===== src/rtl/mod3_check_serializer.sv =====
// MSB-first serializer that appends two check bits so every (W+2)-bit frame is divisible by 3.
// The running remainder uses the same recurrence as the downstream receiver FSM.
module mod3_check_serializer #(
  parameter int W = 8
) (
  input  logic         clk,
  input  logic         rst,
  input  logic         in_valid,
  input  logic [W-1:0] in_data,
  output logic         in_ready,
  output logic         out_valid,
  output logic         out_bit,
  output logic         out_last,
  input  logic         out_ready
);

  localparam int CW = $clog2(W);
  localparam logic [CW-1:0] CNT_LAST = CW'(W - 1);

  typedef enum logic [1:0] {
    S_IDLE   = 2'd0,
    S_DATA   = 2'd1,
    S_CHECK0 = 2'd2,
    S_CHECK1 = 2'd3
  } state_t;

  // (2*rem + b) mod 3 for rem in 0..2
  function automatic logic [1:0] mod3_step(input logic [1:0] rem, input logic b);
    logic [1:0] r;
    case ({rem, b})
      3'b000:  r = 2'd0;
      3'b001:  r = 2'd1;
      3'b010:  r = 2'd2;
      3'b011:  r = 2'd0;
      3'b100:  r = 2'd1;
      3'b101:  r = 2'd2;
      default: r = 2'd0;
    endcase
    return r;
  endfunction

  // Check value that brings the frame remainder back to zero: (3 - rem) mod 3
  function automatic logic [1:0] mod3_check(input logic [1:0] rem);
    logic [1:0] c;
    case (rem)
      2'd0:    c = 2'b00;
      2'd1:    c = 2'b10;
      2'd2:    c = 2'b01;
      default: c = 2'b00;
    endcase
    return c;
  endfunction

  state_t         state_q, state_d;
  logic [W-1:0]   shreg_q, shreg_d;
  logic [CW-1:0]  cnt_q, cnt_d;
  logic [1:0]     rem_q, rem_d;
  logic [1:0]     chk_q, chk_d;
  logic           out_valid_q, out_valid_d;
  logic           out_bit_q, out_bit_d;
  logic           out_last_q, out_last_d;
  logic           xfer_s;

  assign in_ready  = (state_q == S_IDLE) && !rst;
  assign out_valid = out_valid_q;
  assign out_bit   = out_bit_q;
  assign out_last  = out_last_q;
  assign xfer_s    = out_valid_q && out_ready;

  // State and output registers
  always_ff @(posedge clk) begin
    if (rst) begin
      state_q     <= S_IDLE;
      shreg_q     <= '0;
      cnt_q       <= '0;
      rem_q       <= 2'd0;
      chk_q       <= 2'd0;
      out_valid_q <= 1'b0;
      out_bit_q   <= 1'b0;
      out_last_q  <= 1'b0;
    end else begin
      state_q     <= state_d;
      shreg_q     <= shreg_d;
      cnt_q       <= cnt_d;
      rem_q       <= rem_d;
      chk_q       <= chk_d;
      out_valid_q <= out_valid_d;
      out_bit_q   <= out_bit_d;
      out_last_q  <= out_last_d;
    end
  end

  // Next-state logic; everything holds unless a transfer happens
  always_comb begin
    state_d = state_q;
    shreg_d = shreg_q;
    cnt_d   = cnt_q;
    rem_d   = rem_q;
    chk_d   = chk_q;
    case (state_q)
      S_IDLE: begin
        if (in_valid) begin
          shreg_d = in_data;
          cnt_d   = '0;
          rem_d   = 2'd0;
          state_d = S_DATA;
        end else begin
          state_d = S_IDLE;
        end
      end
      S_DATA: begin
        if (xfer_s) begin
          rem_d   = mod3_step(rem_q, shreg_q[W-1]);
          shreg_d = {shreg_q[W-2:0], 1'b0};
          cnt_d   = cnt_q + CW'(1);
          if (cnt_q == CNT_LAST) begin
            chk_d   = mod3_check(rem_d);
            state_d = S_CHECK0;
          end else begin
            state_d = S_DATA;
          end
        end else begin
          state_d = S_DATA;
        end
      end
      S_CHECK0: begin
        if (xfer_s) begin
          state_d = S_CHECK1;
        end else begin
          state_d = S_CHECK0;
        end
      end
      S_CHECK1: begin
        if (xfer_s) begin
          state_d = S_IDLE;
        end else begin
          state_d = S_CHECK1;
        end
      end
      default: begin
        state_d = S_IDLE;
      end
    endcase
  end

  // Outputs are registered from the next state so they line up with it
  always_comb begin
    out_valid_d = 1'b0;
    out_bit_d   = 1'b0;
    out_last_d  = 1'b0;
    case (state_d)
      S_IDLE: begin
        out_valid_d = 1'b0;
      end
      S_DATA: begin
        out_valid_d = 1'b1;
        out_bit_d   = shreg_d[W-1];
      end
      S_CHECK0: begin
        out_valid_d = 1'b1;
        out_bit_d   = chk_d[1];
      end
      S_CHECK1: begin
        out_valid_d = 1'b1;
        out_bit_d   = chk_d[0];
        out_last_d  = 1'b1;
      end
      default: begin
        out_valid_d = 1'b0;
      end
    endcase
  end

endmodule

===== config.mk =====
export PLATFORM = sky130hd
export DESIGN_NAME = mod3_check_serializer
export DESIGN_NICKNAME = d
export VERILOG_FILES = /design/src/rtl/mod3_check_serializer.sv
export SDC_FILE = /design/constraint.sdc
export NUM_CORES = 1
export LEC_CHECK = 0
export CAP_MARGIN = 20
export CORE_MARGIN = 5
export CORE_UTILIZATION = 41
export DETAILED_ROUTE_END_ITERATION = 10
export DONT_BUFFER_PORTS = 1
export MAX_ROUTING_LAYER = met4
export SYNTH_ARGS = -nofsm -noshare
export SYNTH_HDL_FRONTEND = slang
export SYNTH_SLANG_ARGS = --single-unit

===== constraint.sdc =====
create_clock -name clk -period 4.2 [get_ports clk]
set_input_delay 0 -clock clk [delete_from_list [all_inputs] [get_ports clk]]
set_output_delay 0 -clock clk [all_outputs]
set_load 0.03 [all_outputs]

# == Yosys cells after proc, flatten, opt, wreduce, memory -nomap -nowiden ==
# Index checks and enable logic that the tools add are counted.
# totals
inputBits,12
latchBits,0
out_inout_bits,4
ram_bits,0
romBits,0
elab_cells,60
reg_bits,20
mem_count,0
# classes
shifts,0
addsub,1
n_div,0
n_eq_ne,15
magnitude_cmp,0
multipliers,0
reduce_logical,10
n_bitwise,0
n_mux,25
# op_table
cell,count
2-bit two-way mux,10
8-bit two-way mux,2
8-bit one-hot mux with 2 select lines,1
2-bit one-hot mux with 2 select lines,3
"2-bit equality test, second input constant",5
"3-bit equality test, second input constant",3
2-bit one-hot mux with 4 select lines,1
"2-bit by 1-bit equality test with 1-bit output, second input constant",3
3-bit two-way mux,2
3-bit one-hot mux with 2 select lines,1
2-bit logical NOT,2
"2-bit inequality test, second input constant",2
2-bit OR reduction,2
"3-bit by 1-bit adder with 3-bit output, second input constant",1
"3-bit by 1-bit equality test with 1-bit output, second input constant",1
"3-bit by 2-bit equality test with 1-bit output, second input constant",1
1-bit two-way mux,3
1-bit one-hot mux with 3 select lines,1
3-bit AND reduction,1
3-bit OR reduction,1
1-bit logical AND,2
1-bit one-hot mux with 2 select lines,1
2-bit nonzero test,1
1-bit logical NOT,1

# == Logic depth before layout (Yosys ltp) ==
# Gate-level depths: netlist of the first run.
# depth
depth_word,11
depth_mapped,7

# == Worst setup path after synthesis of the first run ==
# Ideal clock, no wire load.
# synth_path
kind,reg2reg
from,register cnt_q[0]
to,register out_bit_q (netlist: out_bit)
path_stages_with_launch,8
arrival_time_ns,1.588
setup_slack_ns,2.538
n_path_buf,0
synth_period_minus_slack_ns,1.662
required_time_ns,4.126
cell_sequence,dfxtp_1 > ha_1 > ha_1 > nand2b_1 > a21oi_1 > a211oi_2 > or3b_1 > a31oi_1
# synth_via
elab_chain_cells,6
word_cells_on_any_way,11
classes_between,eq/ne: 4; mux: 7
# synth_lines
item,line,source
from (decl),56,"logic [CW-1:0] cnt_q, cnt_d;"
from (signal assigned),84,cnt_q <= cnt_d;
3-bit equality test *,116,if (cnt_q == CNT_LAST) begin
2-bit two-way mux,116,
2-bit two-way mux,112,if (xfer_s) begin
2-bit one-hot mux with 4 select lines,100,case (state_q)
2-bit equality test or 2-bit by 1-bit equality test with 1-bit output (tied branches),151,case (state_d)
1-bit one-hot mux with 3 select lines *,151,
to (signal assigned),88,out_bit_q <= out_bit_d;
to (decl),60,"logic out_bit_q, out_bit_d;"
# Mark *: on every way between the ends. The rest lies on a longest branch, timed or not.
# A chain may end at the register's enable or synchronous reset.

# == Worst setup path in the final report of the first run ==
# layout_path
from,register out_valid_q (netlist: out_valid)
to,register shreg_q[3]
# layout_via
elab_chain_cells,3
# layout_lines
item,line,source
from (decl),59,"logic out_valid_q, out_valid_d;"
from (signal assigned),87,out_valid_q <= out_valid_d;
1-bit logical AND,68,assign xfer_s = out_valid_q && out_ready;
2-bit inequality test (no source line),--,
3-bit AND reduction (no source line),--,
to (signal assigned),83,shreg_q <= shreg_d;
to (decl),55,"logic [W-1:0] shreg_q, shreg_d;"
# Every way passes these cells.

==> results.py, run 1 <==
metrics = {
    "run_status": {
        "outcome": "completed",
    },
    "setup_path": {
        "required_ps": 4450,
        "cp-end-kind": "register",
        "r2r_cells": 5,
        "worstPathMaxFanout": 12,
        "cp.arrival_ps": 2600,
        "r2r_end": "shreg_q[3]$_SDFFE_PP0P_",
        "r2r_start": "out_valid$_SDFF_PP0_",
        "cp-startpoint": "out_valid$_SDFF_PP0_",
        "path_class": "register to register",
        "critical_path.endpoint": "shreg_q[3]$_SDFFE_PP0P_",
        "start_kind": "register",
        "rrSetupSlack_ps": 1850,
    },
    "finish": {
        "seqCellArea_um2": 400,
        "multiInputGateArea_um2": 442,
        "nFillCells": 194,
        "final_nets": 120,
        "syn_to_final_growth_pct": 16.1,
        "drive_above_1_share_pct": 7.62,
        "antenna_cells": 0,
    },
    "cts": {
        "cts_resized": 0,
        "cts.path.max_buffers": 2,
        "htreeDepth": 1,
        "cts_root_buffer": "clkbuf_4",
        "clkLatencyLatePin_ps": 300,
        "clock_sinks": 20,
        "postCtsSetupRepairBufs": 0,
        "clkSlewWorstSetupHoldPaths_ps": 110,
        "cts_tree": "built",
        "numCtsBuffers": 3,
    },
    "floorplan": {
        "fp.dieH_um": 56.3,
        "rows": 16,
        "die-width_um": 56.3,
        "die_area_um2": 3160,
        "initial_core_util_pct": 43.8,
        "fp.coreArea_um2": 2000,
        "ios": 16,
    },
    "synth": {
        "synthFlopType": "dfxtp_1",
        "synthTopCellsByCount": "dfxtp_1, a21oi_1, nor2_1",
        "synth_most_common_cell": "dfxtp_1",
        "avgSynthCellArea_um2": 9.04,
        "synth_area_leaders": "dfxtp_1, a21oi_1, a22oi_1, nor2_1, nand2_1",
        "synth_nets": 111,
        "ys_warn_count": 0,
        "synth_top_cell_by_area": "dfxtp_1",
        "syn_inst": 97,
        "yosysUniqueCellTypes": 28,
        "ys_seq_elements": 20,
        "seq_area_frac_synth_pct": 45.6,
        "synth.cell_area_um2": 877,
        "synth-edff-count": 0,
        "yosysTopAreaCellShare_pct": 45.6,
        "synthArstFlopShare_pct": 0,
    },
    "drt": {
        "first_pass_iters": 4,
        "wl_um": 1740,
        "wl_per_cell_um": 13.2,
        "drcViolationCount": 0,
        "vias": 691,
        "final_antenna_net_count": 0,
        "routed_via_density": 5.23,
        "drt_iter0_markers": 10,
    },
    "placement": {
        "gp_congestion": 0.688,
        "dp_hpwl_um": 1150,
        "preCtsSetupSlack_ps": 2190,
        "io_buffer_count": 0,
    },
    "timing": {
        "setup_viol": 0,
        "worstMarginPinSlew_ps": 916,
        "fin_skew_ps": 0.848,
        "fin_crit_sh_pct": 56.0,
        "max_freq_mhz": 425,
        "rsz0062_at_grt": "false",
        "layout_setup_ws_ps": 1850,
        "drv_slew": 0,
        "hold_viol": 0,
        "min_period_ps": 2350,
        "slew_headroom_pct": 38.4,
        "tns_ps": 0,
        "whs_ps": 8.06,
    },
    "hold_path": {
        "holdPathStages": 3,
        "hold_path.class": "input pin to register",
        "hold_start": "out_ready",
    },
    "grt": {
        "first_global_vias": 629,
        "grt_pass1_wl_um": 2950,
        "antenna_found_initial": 0,
        "grt_usage_pct": 12.2,
        "gr-total-overflow": 0,
        "grt_max_degree": 21,
    },
    "power_and_ir_drop": {
        "ir_drop_mv": 0.254,
        "p_leak_nw": 0.365,
        "powerDensity_nw_per_um2": 400,
    },
    "run": {
        "maxCapViolCount": 0,
    },
}
-- routing by layer --
metal / GRT usage (%) / vias to the layer above / part of all wire (%)
met2: 17.0 / 12 / 42
li1: - / 370 / -
met4: 6.10 / 0 / 1.9
met3: 4.13 / 5 / 6.2
met1: 15.6 / 304 / 50
met5: - / - / 0
-- worst max-delay path: stages (launching register included) --
cell	delay, ps
dfxtp_1	450
and4b_1	420
nor2_1	610
nand2_1	110
a21oi_1	150
dlygate4sd3_1	560
-- final cells by class --
class                   instances  share of cell area [%]
multi-input cells              72                    43.4
flip-flops and latches         20                    39.3
repair buffers                  9                    8.85
well taps                      27                    3.32
clock inverters                 1                    2.95
clock buffers                   3                    2.21
-- where the power goes --
group | total (W) | internal [W] | switching (W)
logic | 0.0000420 | 0.0000186 | 0.0000234
clock network | 0.000156 | 0.0000965 | 0.0000592
registers | 0.000210 | 0.000198 | 0.0000114
total | 0.000408 | 0.000313 | 0.0000941
-- what timing repair did --
item	4_1_cts	5_1_grt
hold buffers	9	0
endpoints found under the setup margin	0	0
endpoints found under the hold margin	20	0
-- how the worst min path moves through the flow --
stage,end,slack [ps]
floorplan,shreg_q[7]$_SDFF_PP0_,70
global placement,shreg_q[2]$_SDFFE_PP0P_,70
detailed placement,out_valid$_SDFF_PP0_,70
CTS,state_q[1]$_SDFF_PP0_,2
global route,state_q[1]$_SDFF_PP0_,30
finish,state_q[1]$_SDFF_PP0_,8
-- state kept, by name, summed over array words and instances, names as in the netlist --
register	cells
out_last	1
cnt_q	3
rem_q	2
out_bit	1
state_q	2
chk_q	2
shreg_q	8
out_valid	1
-- stage by stage --
step                      cell area, um2  std cells  util, %  power [W]
final                               1020        132     50.9   0.000408
after global routing                1020        132     50.9   0.000427
after CTS                           1020        132     50.9   0.000412
after detailed placement             876        119     43.8   0.000247
after global placement               876        119     43.8   0.000246
after floorplan                      877         97        -   0.000246
-- layout by cell type (no fill, tap or decap), types with 3 or more instances in the layout --
| master | n |
|---|---|
| a22oi_1 | 8 |
| nor2_1 | 12 |
| dfxtp_1 | 20 |
| a21oi_1 | 14 |
| clkbuf_4 | 3 |
| nor3_1 | 3 |
| nand2_1 | 8 |
| dlygate4sd3_1 | 9 |
-- logic make-up after synthesis --
family | after synthesis | share of synthesized area [%]
AO/OA/AOI/OAI | 26 | 18.1
AND/OR/NAND/NOR | 41 | 26.1
XOR/XNOR | 1 | 0.999
buffers and inverters | 5 | 3.99
flip-flops | 20 | 45.6
adder cells (fa/ha/maj) | 2 | 2.85
multiplexers | 2 | 2.28
Power figures use the tool's default switching activity.
==> run 2, diff against run 1 <==
==> constraint.sdc (replaced) <==
create_clock -name clk -period 2.3 [get_ports clk]
set_input_delay 0 -clock clk [delete_from_list [all_inputs] [get_ports clk]]
set_output_delay 0 -clock clk [all_outputs]
set_load 0.03 [all_outputs]
==> run 2 against run 1 <==
Final cell count grew 4.5%. Count of clock-buffer cells in the layout did not move. First-iteration DRC count up 50%. Combinational power is 130% higher. Critical path depth increased by 1. Highest routed layer unchanged. Critical path type unchanged. Utilization grew 2.2 points.
==> results.py, run 2 (synthesis results as in run 1) <==
metrics = {
    "timing": {
        "setup_viol": 0,
        "slew_headroom_pct": 54.1,
        "drv_slew": 0,
        "fin_crit_sh_pct": 87.7,
        "fin_skew_ps": 6.45,
        "rsz0062_at_grt": "false",
        "min_period_ps": 2020,
        "tns_ps": 0,
        "hold_viol": 0,
        "max_freq_mhz": 495,
        "worstMarginPinSlew_ps": 686,
    },
    "finish": {
        "largest_reg_flops": 8,
        "antenna_cells": 0,
        "final_cell_area_um2": 1060,
        "drive_above_1_share_pct": 12.6,
        "reg.largest.list": "shreg_q x8, cnt_q x3",
        "layout_commonest_cell": "dfxtp_1",
        "syn_to_final_growth_pct": 21.3,
        "final_cell_mix": "dfxtp_1, a21oi_1, nor2_1",
        "regMostFlops": "shreg_q",
        "final_nets": 126,
        "nFillCells": 196,
    },
    "drt": {
        "first_pass_iters": 4,
        "vias": 736,
        "final_antenna_net_count": 0,
        "routed_via_density": 5.33,
        "wl_um": 1760,
        "drt_iter0_markers": 15,
        "drcViolationCount": 0,
        "wl_per_cell_um": 12.8,
    },
    "power_and_ir_drop": {
        "ir_drop_mv": 0.460,
        "power.internal_w": 0.000584,
        "swShare_pct": 23.3,
        "clkPwrFrac_pct": 37.7,
        "comb_power_share_pct": 12.7,
        "power.net_switching_w": 0.000177,
        "design_power_total_w": 0.000761,
        "powerDensity_nw_per_um2": 716,
        "p_leak_nw": 0.394,
        "seqPwrFrac_pct": 49.6,
    },
    "grt": {
        "grt_max_degree": 21,
        "grt_pass1_wl_um": 3010,
        "antenna_found_initial": 0,
        "gr-total-overflow": 0,
        "first_global_vias": 655,
        "grt_usage_pct": 12.0,
    },
    "run": {
        "maxCapViolCount": 0,
    },
    "placement": {
        "placed_area_um2": 921,
        "io_buffer_count": 0,
        "gp_congestion": 0.738,
        "dp_hpwl_um": 1250,
    },
    "setup_path": {
        "path_class": "register to register",
        "worstPathMaxFanout": 9,
        "required_ps": 2560,
        "start_kind": "register",
        "cp.arrival_ps": 2270,
        "cp-end-kind": "register",
    },
    "cts": {
        "cts.path.max_buffers": 2,
        "clkSlewWorstSetupHoldPaths_ps": 120,
        "htreeDepth": 1,
        "postCtsSetupRepairBufs": 0,
        "cts_root_buffer": "clkbuf_4",
        "clock_sinks": 20,
        "clkLatencyLatePin_ps": 300,
        "numCtsBuffers": 3,
        "cts_tree": "built",
        "cts_resized": 0,
        "cts_hold_repair.buffers": 9,
    },
    "floorplan": {
        "die-width_um": 56.3,
        "rows": 16,
        "die_area_um2": 3160,
        "ios": 16,
        "initial_core_util_pct": 43.8,
        "fp.dieH_um": 56.3,
        "fp.coreArea_um2": 2000,
    },
    "run_status": {
        "outcome": "completed",
    },
    "hold_path": {
        "hold_path.class": "input pin to register",
    },
}
==> run 2: cell types whose count changed in the layout (fill, tap and decap cells not counted) <==
cell / previous run / this run
buf_4: 0 / 6
==> run 2: final cells by class <==
type	instances	area, um2	area share, %
Multi-Input combinational cell	72	442	41.5
Tap cell	27	33.8	3.18
Clock buffer	3	22.5	2.12
Sequential cell	20	400	37.6
Timing Repair Buffer	15	135	12.7
Clock inverter	1	30.0	2.82
==> run 2: power groups by stage <==
stage	Combinational, W	Clock, W	Sequential, W
6_report	0.0000963	0.000287	0.000378
5_1_grt	0.000107	0.000308	0.000381
4_1_cts	0.0000969	0.000291	0.000378
3_5_place_dp	0.0000788	0	0.000386
3_3_place_gp	0.0000776	0	0.000385
2_1_floorplan	0.0000638	0	0.000385
==> run 2: final timing paths <==
kind	startpoint	end	slack [ps]	cells after the start
max reg2reg	state_q[1]$_SDFF_PP0_	shreg_q[4]$_SDFFE_PP0P_	280	6
min reg2reg	shreg_q[2]$_SDFFE_PP0P_	shreg_q[2]$_SDFFE_PP0P_	470	2
min	out_ready	state_q[1]$_SDFF_PP0_	20	3
max	state_q[1]$_SDFF_PP0_	shreg_q[4]$_SDFFE_PP0P_	280	6
==> run 2: per-stage QoR <==
| step | cells | worst slack [ps] | util (%) | hold WS [ps] |
|---|---|---|---|---|
| floorplan | 97 | 638 | - | 71.6 |
| global placement | 125 | 550 | 46.0 | 72.0 |
| detailed placement | 125 | 501 | 46.0 | 73.3 |
| CTS | 138 | 284 | 53.1 | 14.5 |
| global route | 138 | 105 | 53.1 | 52.0 |
| finish | 138 | 282 | 53.1 | 19.9 |
==> run 2: worst max-delay path, stage by stage, from the launching register on <==
cell and delay [ps]:
dfxtp_1 470, and4b_1 270, buf_4 180, nor2_1 280, nand2_1 90, a21oi_1 130, dlygate4sd3_1 560
==> run 2: routing by layer <==
metal | routed length (um) | global-route usage, %
met2 | 736 | 16.9
met1 | 933 | 16.6
met4 | 20 | 4.07
met5 | 0 | -
met3 | 69 | 2.98
